<file path="src/rtl/boson_frame_gate.sv">
// Boson camera frame gate: finds VSYNC frame starts and passes one armed frame
// as a 16-bit valid/ready stream with last-pixel tagging and drop/geometry stats.
module boson_frame_gate #(
  parameter int FRAME_PIXELS     = 327680,
  parameter bit VSYNC_ACTIVE_LOW = 1'b1,
  parameter int CNT_W            = 20
) (
  input  logic        clk,
  input  logic        resetn,
  input  logic        arm,
  input  logic        abort,
  input  logic [15:0] s_data_i,
  input  logic        s_valid_i,
  input  logic        vsync_i,
  input  logic        hsync_i,
  output logic [15:0] m_data_o,
  output logic        m_valid_o,
  output logic        m_last_o,
  input  logic        m_ready_i,
  output logic        busy_o,
  output logic        done_o,
  output logic        short_frame_o,
  output logic [15:0] ovf_cnt_o,
  output logic [11:0] line_cnt_o,
  output logic [15:0] frame_cnt_o
);

  typedef enum logic [1:0] {S_IDLE, S_WAIT_VS, S_CAPTURE, S_DRAIN} state_t;

  localparam logic             VS_IDLE  = VSYNC_ACTIVE_LOW ? 1'b1 : 1'b0;
  localparam logic [CNT_W-1:0] LP_FRAME = CNT_W'(FRAME_PIXELS);

  state_t           r_state;
  logic             r_vs_q;
  logic             r_hs_q;
  logic [CNT_W-1:0] r_pix_cnt;
  logic [11:0]      r_line_run;

  logic             w_fs;
  logic             w_hs_rise;
  logic             w_cap;
  logic             w_accept;
  logic             w_drop;
  logic [CNT_W-1:0] w_pix_nxt;
  logic             w_is_last;

  assign w_fs      = (vsync_i != VS_IDLE) & (r_vs_q == VS_IDLE);
  assign w_hs_rise = hsync_i & ~r_hs_q;
  assign w_cap     = (r_state == S_CAPTURE);
  // A frame start in CAPTURE ends the frame; that cycle's pixel is neither
  // accepted nor counted as an overflow.
  assign w_accept  = w_cap & s_valid_i & ~w_fs & (~m_valid_o | m_ready_i);
  assign w_drop    = w_cap & s_valid_i & ~w_fs & m_valid_o & ~m_ready_i;
  assign w_pix_nxt = r_pix_cnt + 1'b1;
  assign w_is_last = (w_pix_nxt == LP_FRAME);

  assign busy_o = (r_state == S_WAIT_VS) | (r_state == S_CAPTURE);

  always_ff @(posedge clk or negedge resetn) begin
    if (!resetn) begin
      r_state       <= S_IDLE;
      r_vs_q        <= VS_IDLE;
      r_hs_q        <= 1'b0;
      r_pix_cnt     <= '0;
      r_line_run    <= '0;
      m_data_o      <= '0;
      m_valid_o     <= 1'b0;
      m_last_o      <= 1'b0;
      done_o        <= 1'b0;
      short_frame_o <= 1'b0;
      ovf_cnt_o     <= '0;
      line_cnt_o    <= '0;
      frame_cnt_o   <= '0;
    end else begin
      r_vs_q <= vsync_i;
      r_hs_q <= hsync_i;
      done_o <= 1'b0;
      if (w_fs) frame_cnt_o <= frame_cnt_o + 1'b1;
      if (m_valid_o && m_ready_i) m_valid_o <= 1'b0;

      if (abort) begin
        r_state   <= S_IDLE;
        m_valid_o <= 1'b0;
      end else begin
        case (r_state)
          S_IDLE: if (arm) begin
            r_state       <= S_WAIT_VS;
            ovf_cnt_o     <= '0;
            short_frame_o <= 1'b0;
            r_pix_cnt     <= '0;
            r_line_run    <= '0;
          end
          S_WAIT_VS: if (w_fs) r_state <= S_CAPTURE;
          S_CAPTURE: begin
            if (w_fs) begin
              short_frame_o <= 1'b1;
              done_o        <= 1'b1;
              line_cnt_o    <= r_line_run;
              r_state       <= S_IDLE;
            end else begin
              if (w_hs_rise && r_line_run != 12'hFFF) r_line_run <= r_line_run + 1'b1;
              if (w_accept) begin
                m_valid_o <= 1'b1;
                m_data_o  <= s_data_i;
                m_last_o  <= w_is_last;
                r_pix_cnt <= w_pix_nxt;
                if (w_is_last) r_state <= S_DRAIN;
              end
              if (w_drop && ovf_cnt_o != 16'hFFFF) ovf_cnt_o <= ovf_cnt_o + 1'b1;
            end
          end
          S_DRAIN: if (!m_valid_o || m_ready_i) begin
            done_o     <= 1'b1;
            line_cnt_o <= r_line_run;
            r_state    <= S_IDLE;
          end
          default: r_state <= S_IDLE;
        endcase
      end
    end
  end

endmodule

</file>
<file path="config.mk">
export PLATFORM = sky130hd
export DESIGN_NAME = boson_frame_gate
export DESIGN_NICKNAME = d
export VERILOG_FILES = /design/src/rtl/boson_frame_gate.sv
export SDC_FILE = /design/constraint.sdc
export NUM_CORES = 1
export LEC_CHECK = 0
export BUFFER_PORTS_ARGS = -buffer_cell sky130_fd_sc_hd__buf_2
export CAP_MARGIN = 40
export CORE_ASPECT_RATIO = 1.2
export CORE_MARGIN = 3
export CORE_UTILIZATION = 56
export DETAILED_ROUTE_END_ITERATION = 7
export PLACE_DENSITY = 0.79
export SLEW_MARGIN = 30
export SYNTH_ARGS = -nofsm -noshare
export SYNTH_HDL_FRONTEND = slang
export SYNTH_SLANG_ARGS = --single-unit
</file>
<file path="constraint.sdc">
create_clock -name clk -period 3.5 [get_ports clk]
set_input_delay 0.7 -clock clk [delete_from_list [all_inputs] [get_ports clk]]
set_output_delay 0.7 -clock clk [all_outputs]
set_load 0.01 [all_outputs]
</file>
== Yosys cells after proc, flatten, opt, wreduce, memory -nomap -nowiden ==
Index checks and enable logic that the tools add are counted.
Cells by class
  equality and inequality tests: 18
  add/sub/neg operators: 4
  reductions and logical operators: 15
  muxes and demuxes: 35
  bitwise logic cells: 15
Operators by type and width (count)
  two-way mux 12 bit: 5
  two-way mux 20 bit: 3
  two-way mux 16 bit: 3
  case mux 12 bit (2 select lines): 2
  case mux 20 bit (2 select lines): 1
  adder 16 x 1 -> 16 bit, second input constant: 2
  case mux 16 bit (2 select lines): 1
  adder 20 x 1 -> 20 bit, second input constant: 1
  == test 20 x 19 -> 1 bit, second input constant: 1
  AND reduction 5 bit: 4
  != test 16 bit, second input constant: 1
  two-way mux 2 bit: 7
  adder 12 x 1 -> 12 bit, second input constant: 1
  != test 12 bit, second input constant: 1
  AND reduction 4 bit: 3
  two-way mux 1 bit: 10
  != test 3 bit, second input constant: 3
  != test 2 bit, second input constant: 4
  != test 4 x 3 -> 1 bit, second input constant: 2
  case mux 2 bit (4 select lines): 1
  AND 1 bit: 7
  != test 2 x 1 -> 1 bit, second input constant: 3
  inverter 1 bit: 6
  == test 2 bit, second input constant: 2
  8 further kinds: 13
Storage, ports and cells
  word-level logic and storage cells: 100
  flip-flop bits (word level): 100
  output and inout bits: 65
  bits of input ports: 24

== Longest topological paths before layout ==
  depth in word-level cells: 10
  gate-level depth with buffers: 10
  mapped depth without buffers: 8

== Worst setup path before layout ==
Ideal clock, no wire load.
  path kind: input to register
  from: input vsync_i
  to: register ovf_cnt_o[11]
  required time: 3.368 ns
  setup time: 0.132 ns
  cell stages on the path: 8
  path slack: 1.056 ns
  data arrival time: 2.312 ns
  cells stage by stage: nor2b_4 -> buf_6 -> a2111o_1 -> or3_4 -> buf_6 -> nor4b_2 -> xnor2_1 -> nor2_1
Between the ends
  longest elaborated chain between the ends: 9
  elaborated cells between the ends (all ways): 10
  classes of those cells: eq/ne (2); bitwise (6); reduce/logical (2)
RTL lines
  from (decl): RTL line 14  | input logic vsync_i,
  inverter 1 bit *: RTL line 47  | assign w_fs = (vsync_i != VS_IDLE) & (r_vs_q == VS_IDLE);
  AND 1 bit *: RTL line 47
  inverter 1 bit (no line)
  AND 1 bit (3 in a row): RTL line 53  | assign w_drop = w_cap & s_valid_i & ~w_fs & m_valid_o & ~m_ready_i;
  logical AND 1 bit: RTL line 109  | if (w_drop && ovf_cnt_o != 16'hFFFF) ovf_cnt_o <= ovf_cnt_o + 1'b1;
  != test 2 x 1 -> 1 bit (no line)
  AND reduction 5 bit (no line) *
  to (signal assigned): RTL line 109
  to (decl): RTL line 23  | output logic [15:0] ovf_cnt_o,
Mark *: on every way between the ends. The rest lies on a longest branch, timed or not.
A chain may end at the register's enable or synchronous reset.

== Worst setup path after layout ==
  from: register r_state[0]
  to: register r_line_run[9]
Between the ends
  longest elaborated chain between the ends: 3
  elaborated cells between the ends (all ways): 8
  classes of those cells: eq/ne (4); mux (1); reduce/logical (3)
RTL lines
  from (decl): RTL line 33  | state_t r_state;
  from (signal assigned): RTL line 61  | r_state <= S_IDLE;
  from (signal assigned): RTL line 82  | r_state <= S_IDLE;
  from (signal assigned): RTL line 87  | r_state <= S_WAIT_VS;
  == test 2 bit *
  via w_cap: RTL line 41  | logic w_cap;
  != test 2 x 1 -> 1 bit (no line), or another cell as far along
  AND reduction 5 bit (no line)
  to (signal assigned): RTL line 101  | if (w_hs_rise && r_line_run != 12'hFFF) r_line_run <= r_line_run + 1'b1;
  to (decl): RTL line 37  | logic [11:0] r_line_run;
Mark *: on every way through the listed nets, which the timed path passes. The rest lies on a longest branch.

==> impl_metrics.json <==
{
  "grt_antenna_before_repair": 0,
  "place_area_sq_um": 5659,
  "cts-buffers-inserted": 9,
  "fin_setup_tns_ns": 0,
  "rows": 37,
  "required_ns": 3.71,
  "hold_viol": 0,
  "grt_overflow": 0,
  "grt_use_total": 0.2200,
  "grt_pass1_vias": 4079,
  "io_pins": 89,
  "netlist.top_cell.by_area": "dfrtp_1",
  "met1_usage": 0.2866,
  "ys_ff_latch": 100,
  "dieArea_sq_um": 10310,
  "power_uw": 2763,
  "setup_viol": 0,
  "max-cap-violations": 0,
  "status": "finished, final reports clean",
  "cts_setup_buffers": 0,
  "netlist_instances": 501,
  "detailroute.via_count": 4073,
  "fin_area_sq_um": 5881,
  "netlist_area_sq_um": 5109,
  "viasPerCell": 5.777,
  "tightest_slew_ns": 0.7415,
  "cts_sinks": 100,
  "start_kind": "flip-flop",
  "period_minus_slack_ns": 2.909,
  "post-route-period-util": 0.8313,
  "drcViolationCount": 0,
  "synth_area_per_cell_sq_um": 10.20,
  "hold_path_class": "in2async",
  "synth_top_area_frac": 0.4849,
  "crit_slowest_cell": "ha_1",
  "crit_fanout": 15,
  "maxSlewHeadroom": 0.5056,
  "max_freq_mhz": 343.7,
  "grt_max_degree": 66,
  "synthFlopType": "dfrtp_1",
  "die_w_um": 93.19,
  "powerDensity_nw_per_um2": 469.9,
  "avgRoutedWirePerCell_um": 15.45,
  "groute.layer.met2.usage": 0.3715,
  "critical_path.cell_chain": "inv_1 -> ha_1 -> nor2_1 -> a2111oi_2 -> o2111ai_1 -> buf_2 -> a211oi_1 -> xnor2_1 -> nor2_1",
  "end_kind": "flip-flop",
  "wl_um": 10900,
  "start_util": 0.5839,
  "postCtsResizedCells": 0,
  "yosysMostFrequentCell": "dfrtp_1",
  "maxSlewViolCount": 0,
  "crit_arrival_ns": 3.12,
  "critPathBufInv": 2,
  "syn-num-nets": 535,
  "fill_cells": 700,
  "areaGrowthSynthToFinish_pct": 15.11,
  "finClkSkew_ns": 0.01922,
  "clkTransAtPathRegs_ns": 0.11,
  "fin_hold_ws_ns": 0.1750,
  "startpoint": "r_state[0]",
  "coreArea_sq_um": 8750,
  "synth_edf_count": 0,
  "path_delay_family": "compound AO/OA/AOI/OAI gates",
  "die_h_um": 110.6,
  "clock_latency_ns": 0.36,
  "drive_gt1_frac": 0.2687,
  "portBuffers": 88,
  "ys_warn_count": 0,
  "leakagePower_uw": 0.002769,
  "drt.antenna.violating_nets": 0,
  "postCtsHoldBufs": 0,
  "critPathMostFrequentCell": "nor2_1",
  "path_class": "reg2reg",
  "synthArstFlopShare": 1.000,
  "drt_iter0_drc": 207,
  "clockRootBuffer": "clkbuf_8",
  "antenna_cells": 0,
  "synth_cell_type_count": 52,
  "final_nets": 617,
  "yosys-top-cells-count": "dfrtp_1 (99), nand2_1 (54), nor2_1 (45), xnor2_1 (32), mux2_2 (30)",
  "r2r-start": "r_state[0]",
  "use_met3": 0.04019,
  "slowest_delay_ns": 0.47,
  "drtPass1Iterations": 4,
  "utilization": 0.6721,
  "synthTopCellsByArea": "dfrtp_1 (48%), mux2_2 (6.6%), xnor2_1 (5.5%), nand2_1 (4.0%), nor2_1 (3.3%)",
  "detailed_place_hpwl_um": 7768,
  "rsz0062_at_grt": "false",
  "htreeDepth": 3,
  "clk_path_buf_depth": 2,
  "tritoncts": "yes",
  "gp_congestion": 0.8468,
  "top_usage_layer": "met2",
  "r2r_slack_ns": 0.59,
  "vdd_drop_max_mv": 0.2982,
  "ys_seq_area_frac": 0.4901,
  "grt_pass1_wl_um": 18720
}
[power breakdown]
group | switching [uW] | internal [uW]
clock network | 404 | 336
logic | 382 | 272
registers | 93.1 | 1280
[final timing paths]
path,cells past startpoint,end
max in group asynchronous,3,m_data_o[12]
hold / removal,1,line_cnt_o[6]
setup reg to reg,9,r_line_run[9]
min in group clk,1,r_vs_q
hold reg to reg,1,frame_cnt_o[15]
setup / recovery,9,r_line_run[9]
[placed cells by master (no fill, tap or decap), types with 6 or more instances in the layout]
master    netlist  layout
nor3_1         10      10
mux2_2         30      30
dfrtp_1        99      99
buf_2           1      88
o31ai_1         9       9
nand4_1        15      15
xnor2_1        32      32
ha_1           10      10
nand2_1        54      54
nor2_1         45      45
inv_1           6       6
xor2_1          7       7
and2_1          6       6
a21oi_1        16      16
o21ai_0        23      23
clkbuf_8        0       9
or3_1           7       7
a21o_1          6       6
nor4_2          8       7
nand3_1        26      26
buf_4           0       6
and3_1          6       6
[flip-flops by register name (all words and copies together), names as in the netlist, 2 cells and up]
| signal | count |
|---|---|
| frame_cnt_o | 16 |
| r_line_run | 12 |
| r_state | 2 |
| ovf_cnt_o | 16 |
| r_pix_cnt | 20 |
| line_cnt_o | 12 |
| m_data_o | 16 |
[logic make-up (layout without fill, tap and decap cells)]
family                     after synthesis  count (layout)  synth area share
and+or+nand+nor                        204             204            0.2109
DFF                                    100             100            0.4901
muxes                                   35              35           0.07592
AOI/OAI and AO/OA                       82              82            0.1058
buffers and inverters                   31             118           0.02596
xor gates and xnor gates                39              39           0.06686
adders and majority gates               10              10           0.02449
[per-layer routing]
| metal | part of all wire | wire (um) |
|---|---|---|
| met3 | 0.039 | 428 |
| met4 | 0.017 | 184 |
| met1 | 0.43 | 4670 |
| met5 | 0 | 0 |
| met2 | 0.52 | 5612 |
[metrics by stage]
stage	cells	setup WS, ns
floorplan	501	1.056
global placement	687	0.6410
detailed placement	688	0.6288
CTS	704	0.5945
global route	705	0.2972
finish	705	0.5906
[area by class of cell]
cell class                 count  area (sq um)  share of cell area
clock buffer                  11         131.4             0.02234
clock inverter                 5         62.56             0.01064
inverter                       6         22.52            0.003830
multi-input combinational    370          2481              0.4219
sequential                   100          2504              0.4257
tap                          117         146.4             0.02489
timing repair buffer          96         533.0             0.09064
Note: power is estimated with default switching activity, not from simulation.
